==> config.mk <==
export PLATFORM = sky130hd
export DESIGN_NAME = alu_func_encoder
export DESIGN_NICKNAME = d
export VERILOG_FILES = /design/src/rtl/alu_func_encoder.sv
export SDC_FILE = /design/constraint.sdc
export NUM_CORES = 1
export LEC_CHECK = 0
export BUFFER_PORTS_ARGS = -buffer_cell sky130_fd_sc_hd__buf_2
export CAP_MARGIN = 30
export CORE_MARGIN = 5
export CORE_UTILIZATION = 55
export CTS_CLUSTER_SIZE = 14
export DETAILED_ROUTE_END_ITERATION = 8
export HOLD_SLACK_MARGIN = 0.02
export PLACE_DENSITY = 0.8
export SLEW_MARGIN = 20
export SYNTH_ARGS = -nofsm -noshare
export SYNTH_HDL_FRONTEND = slang
export SYNTH_SLANG_ARGS = --single-unit
==> constraint.sdc <==
create_clock -name clk -period 2.85 [get_ports clk]
set_input_delay 0.1425 -clock clk [delete_from_list [all_inputs] [get_ports clk]]
set_output_delay 0.1425 -clock clk [all_outputs]
set_load 0.02 [all_outputs]
==> src/rtl/alu_func_encoder.sv <==
// Decode stage: MIPS instruction word -> ALU function code and operand flags, with a
// 2-entry skid buffer. Optional perf counters under ALU_FUNC_ENCODER_PERF_EN.
module alu_func_encoder #(
  parameter logic [5:0] NONE_DEFAULT_FUNC = 6'b000000
) (
  input  logic        clk,
  input  logic        reset,
  input  logic        flush,
  input  logic        in_valid,
  output logic        in_ready,
  input  logic [31:0] in_instr,
  output logic        out_valid,
  input  logic        out_ready,
  output logic [31:0] out_instr,
  output logic [5:0]  out_func,
  output logic        out_use_imm,
  output logic        out_imm_zext,
  output logic        out_illegal
`ifdef ALU_FUNC_ENCODER_PERF_EN
  ,
  output logic [31:0] perf_decoded,
  output logic [31:0] perf_illegal
`endif
);

  localparam int unsigned EntryW = 41;

  logic [5:0] op;
  logic [4:0] rt;
  logic [5:0] funct;
  logic [5:0] dec_func;
  logic       dec_use_imm;
  logic       dec_imm_zext;
  logic       dec_illegal;

  assign op    = in_instr[31:26];
  assign rt    = in_instr[20:16];
  assign funct = in_instr[5:0];

  always_comb begin
    dec_func     = NONE_DEFAULT_FUNC;
    dec_use_imm  = 1'b0;
    dec_imm_zext = 1'b0;
    dec_illegal  = 1'b0;
    case (op)
      6'b000000: begin
        if (in_instr == 32'd0) begin
          dec_func = NONE_DEFAULT_FUNC;
        end else if (funct[5:3] == 3'b100 || funct == 6'b101010 || funct == 6'b101011) begin
          dec_func = funct;
        end else if (funct == 6'b001000 || funct == 6'b001001) begin
          dec_func = 6'b111011;
        end else begin
          dec_illegal = 1'b1;
        end
      end
      6'b000001: begin
        if (rt == 5'd0) begin
          dec_func = 6'b111000;
        end else if (rt == 5'd1) begin
          dec_func = 6'b111001;
        end else begin
          dec_illegal = 1'b1;
        end
      end
      6'b000010, 6'b000011: dec_func = 6'b111010;
      // Branch funcs 1111xx track the low opcode bits directly.
      6'b000100, 6'b000101, 6'b000110, 6'b000111: dec_func = {4'b1111, op[1:0]};
      6'b001000: begin dec_func = 6'b100000; dec_use_imm = 1'b1; end
      6'b001001: begin dec_func = 6'b100001; dec_use_imm = 1'b1; end
      6'b001010: begin dec_func = 6'b101010; dec_use_imm = 1'b1; end
      6'b001011: begin dec_func = 6'b101011; dec_use_imm = 1'b1; end
      6'b001100, 6'b001101, 6'b001110: begin
        dec_func     = {3'b100, op[2:0]};
        dec_use_imm  = 1'b1;
        dec_imm_zext = 1'b1;
      end
      6'b001111: begin dec_use_imm = 1'b1; dec_imm_zext = 1'b1; end
      6'b100000, 6'b100001, 6'b100011, 6'b100100,
      6'b100101, 6'b101000, 6'b101001, 6'b101011: begin
        dec_func    = 6'b100001;
        dec_use_imm = 1'b1;
      end
      default: dec_illegal = 1'b1;
    endcase
  end

  logic [EntryW-1:0] in_entry;
  logic [EntryW-1:0] main_q, main_d, skid_q, skid_d;
  logic              main_valid_q, main_valid_d;
  logic              skid_valid_q, skid_valid_d;
  logic              in_ready_q, in_ready_d;
  logic              accept, drain;

  assign in_entry = {in_instr, dec_func, dec_use_imm, dec_imm_zext, dec_illegal};
  assign accept   = in_valid && in_ready_q;
  assign drain    = main_valid_q && out_ready;

  always_comb begin
    main_d       = main_q;
    skid_d       = skid_q;
    main_valid_d = main_valid_q;
    skid_valid_d = skid_valid_q;
    if (flush) begin
      main_valid_d = 1'b0;
      skid_valid_d = 1'b0;
    end else if (!main_valid_q || drain) begin
      // A full skid slot implies in_ready is low, so no accept can coincide here.
      if (skid_valid_q) begin
        main_d       = skid_q;
        skid_valid_d = 1'b0;
      end else begin
        main_valid_d = accept;
        if (accept) main_d = in_entry;
      end
    end else if (accept) begin
      skid_valid_d = 1'b1;
      skid_d       = in_entry;
    end
    in_ready_d = !skid_valid_d;
  end

  always_ff @(posedge clk) begin
    if (reset) begin
      main_q       <= '0;
      skid_q       <= '0;
      main_valid_q <= 1'b0;
      skid_valid_q <= 1'b0;
      in_ready_q   <= 1'b1;
    end else begin
      main_q       <= main_d;
      skid_q       <= skid_d;
      main_valid_q <= main_valid_d;
      skid_valid_q <= skid_valid_d;
      in_ready_q   <= in_ready_d;
    end
  end

  assign in_ready  = in_ready_q;
  assign out_valid = main_valid_q;
  assign {out_instr, out_func, out_use_imm, out_imm_zext, out_illegal} = main_q;

`ifdef ALU_FUNC_ENCODER_PERF_EN
  logic [31:0] perf_decoded_q, perf_illegal_q;

  always_ff @(posedge clk) begin
    if (reset) begin
      perf_decoded_q <= '0;
      perf_illegal_q <= '0;
    end else if (drain) begin
      perf_decoded_q <= perf_decoded_q + 32'd1;
      if (out_illegal) perf_illegal_q <= perf_illegal_q + 32'd1;
    end
  end

  assign perf_decoded = perf_decoded_q;
  assign perf_illegal = perf_illegal_q;
`endif

endmodule

==> impl_metrics.csv <==
group,metric,value,unit
status,outcome,"complete, no violations",
floorplan,core.rowCount,30,
pwr,p_per_area,547.3,mW/mm2
synth,synth_sequential_area_ratio,44.34,%
cells_and_area,post-route-util,65.51,%
clock_network,holdBufCountCts,0,
placement,dp.final_hpwl,6395,um
global_routing,grt_start_max_net_pins,76,
clock_network,cts_tree,"yes",
cells_and_area,seq_area,0.001703,mm2
cells_and_area,num_antenna_cells,0,
clock_network,cts_htree_levels,3,
clock_network,clk_pin_slew_worst_paths,90,ps
detailed_routing,first_iter_violations,257,
floorplan,core-area,0.006794,mm2
cells_and_area,area_of_combinational_cells_with_multiple_inputs,0.001942,mm2
timing,setup_tns,0,ps
cells_and_area,finalNetCount,554,
cells_and_area,mostFrequentLayoutCell,"dfxtp_1",
global_routing,antenna_found_initial,0,
timing,unrepaired_setup_endpoints_after_global_routing,"false",
timing,finClkSkew,14.52,ps
synth,synthDistinctLibCells,52,
synth,synth_edf_count,0,
floorplan,boundaryPins,80,
placement,final_weighted_congestion_in_routability_driven_placement,0.8534,
placement,buffer_ports.inserted,79,
timing,slew_at_the_pin_closest_to_its_max_slew_limit,775.3,ps
synth,main_flop_type_after_synthesis,"dfxtp_1",
pwr,max-vdd-ir-drop,0.0003261,V
clock_network,cts.repair.resized,0,
cells_and_area,drive_above_1_share,21.88,%
critical_path,critPathMaxFanout,21,
synth,postSynthRegisterBits,85,
critical_path,critPathArrivalTime,2020,ps
global_routing,grt_pass1_vias,3205,
floorplan,die_footprint,0.008748,mm2
timing,setup_viol_count_final,0,
critical_path,category_of_the_worst_setup_path_capture_point,"flop",
detailed_routing,vias,3480,
detailed_routing,drt_pre_antenna_iters,4,
cells_and_area,post_route_cell_area,0.004451,mm2
timing,slew-limit-headroom,48.14,%
critical_path,crit_path_start_kind,"flop",
clock_network,cts.repair_timing.setup_buffer_count,0,
pwr,power.static_leakage,1.655,nW
clock_network,cts_buffers,9,
clock_network,cts_sinks,85,
critical_path,cp_common_cell,"nand2_1",
timing,fraction_of_the_cycle_the_final_worst_path_needs,63.18,%
detailed_routing,drtAntennaViolNets,0,
synth,postSynthNetCount,497,
timing,timing.final.max_slew_violations,0,
detailed_routing,avgRoutedWirePerCell,14.85,um
cells_and_area,layout.cells.most_common_list,"84 x dfxtp_1, 81 x nand2_1, 79 x buf_2, 53 x nor2_1, 46 x a21oi_1",
timing,fmax,555.3,MHz
critical_path,critical_path.max_stage_delay,690,ps
detailed_routing,route.final.wire_length,9161,um
critical_path,cp_cell_sequence,"nand2_1, or3_1, buf_4, nand2_1, a21oi_1",
synth,syn_avg_cell_area,8.342,um2
hold_path,hold_path.class,"input pin to flop",
placement,dp_area,0.004255,mm2
global_routing,global_route.usage.total,21.62,%
pwr,finalPower,2.436,mW
clock_network,max-clock-path-buffers,2,
synth,async_reset_ff_share,0,%
synth,synthesis.yosys.warnings,0,
critical_path,cp.required,3070,ps
synth,postSynthCellCount,460,
clock_network,cts-root-buf,"clkbuf_8",
critical_path,kind_of_critical_path,"flop to flop",
detailed_routing,viasPerCell,5.640,
flow_run,cap_viol_max_count,0,
timing,hold_violations,0,
timing,finalCriticalPeriod,1801,ps
cells_and_area,area_growth_syn_to_layout,15.98,%
floorplan,height_of_the_chip,93.53,um
global_routing,gr-total-overflow,0,
floorplan,chipWidth,93.53,um
global_routing,grt_first_pass_wirelength,15150,um
clock_network,clock_latency_of_the_later_clocked_register_in_the_worst_skew_pair,360,ps
cells_and_area,fill_cells,598,
critical_path,cpMaxStageDelayCell,"or3_1",
detailed_routing,drcViolationCount,0,
synth,syn-cell-area,0.003837,mm2
floorplan,initial_core_util,56.48,%
## metal layers
metal / track usage [%] / vias to the layer above / wire, um
met2: 35.44 / 98 / 4476
met4: 8.424 / 0 / 131
li1: - / 1739 / -
met5: 0 / - / 0
met1: 27.76 / 1632 / 4066
met3: 4.666 / 11 / 487
## Yosys cell counts, drive strengths merged, types with 2 or more instances
| cell type | n | area, um2 |
|---|---|---|
| o31ai | 2 | 15.01 |
| clkbuf | 21 | 80.07 |
| a311oi | 3 | 26.28 |
| or3 | 3 | 18.77 |
| nor2b | 2 | 12.51 |
| nor3b | 3 | 22.52 |
| nor2 | 53 | 198.9 |
| nand2 | 81 | 304.0 |
| mux2i | 33 | 330.3 |
| nand4 | 5 | 31.28 |
| nand3 | 6 | 30.03 |
| nand2b | 3 | 18.77 |
| inv | 6 | 22.52 |
| dfxtp | 85 | 1702 |
| o21ai | 5 | 25.02 |
| nor4 | 8 | 56.30 |
| nand3b | 2 | 15.01 |
| a2111oi | 2 | 36.29 |
| a211oi | 35 | 262.8 |
| o41ai | 2 | 25.03 |
| buf | 20 | 102.6 |
| a21oi | 46 | 230.2 |
| nor3 | 11 | 65.06 |
| o211ai | 3 | 22.52 |
## registers in the layout (all words and copies together) (netlist names)
| signal | cells |
|---|---|
| skid_valid_q | 1 |
| main_q | 41 |
| in_ready | 1 |
| skid_q | 41 |
| out_valid | 1 |
## worst paths after layout
| kind | slack, ps | to | cells past startpoint | from |
|---|---|---|---|---|
| setup / recovery | 1050 | skid_q[37] | 5 | in_ready |
| hold / removal | 40 | skid_q[23] | 3 | in_instr[14] |
| setup reg to reg | 1050 | skid_q[37] | 5 | in_ready |
| hold reg to reg | 460 | main_q[8] | 2 | main_q[8] |
## final cells by class
class	count	area share (%)
Multi-Input combinational cell	328	43.63
Sequential cell	85	38.26
Timing Repair Buffer	87	10.51
Clock buffer	9	2.783
Tap cell	96	2.699
Clock inverter	6	1.602
Inverter	6	0.5060
## worst max-delay path: cells and delay by family (launching register included)
kind / cells / cell delay, ps
simple gates: 3 / 900
flops: 1 / 350
buf+inv: 1 / 340
compound gates: 1 / 60
## cell families (layout without fill, tap and decap cells)
| kind of cell | after synthesis | count (layout) | share of synthesized area [%] |
|---|---|---|---|
| AND/OR/NAND/NOR | 186 | 186 | 22.37 |
| AO/OA/AOI/OAI | 107 | 107 | 18.72 |
| multiplexers | 34 | 34 | 8.999 |
| XOR/XNOR | 1 | 1 | 0.2283 |
| flip-flops | 85 | 85 | 44.34 |
| buffers and inverters | 47 | 108 | 5.347 |
## power by group
part           internal [mW]  leakage (nW)  switching (mW)
Sequential              1.23         0.693          0.0202
Clock                  0.408        0.0923           0.455
Combinational          0.114         0.870           0.209
Total                   1.75          1.66           0.684
## stage by stage
| stage | hold slack [ps] | cells | setup slack, ps |
|---|---|---|---|
| CTS | 30.37 | 617 | 1050 |
| detailed placement | 414.9 | 602 | 1071 |
| floorplan | 221.8 | 460 | 1257 |
| global route | 31.04 | 617 | 910.5 |
| finish | 39.91 | 617 | 1049 |
| global placement | 409.1 | 602 | 1135 |
Note: power is estimated with default switching activity, not from simulation.
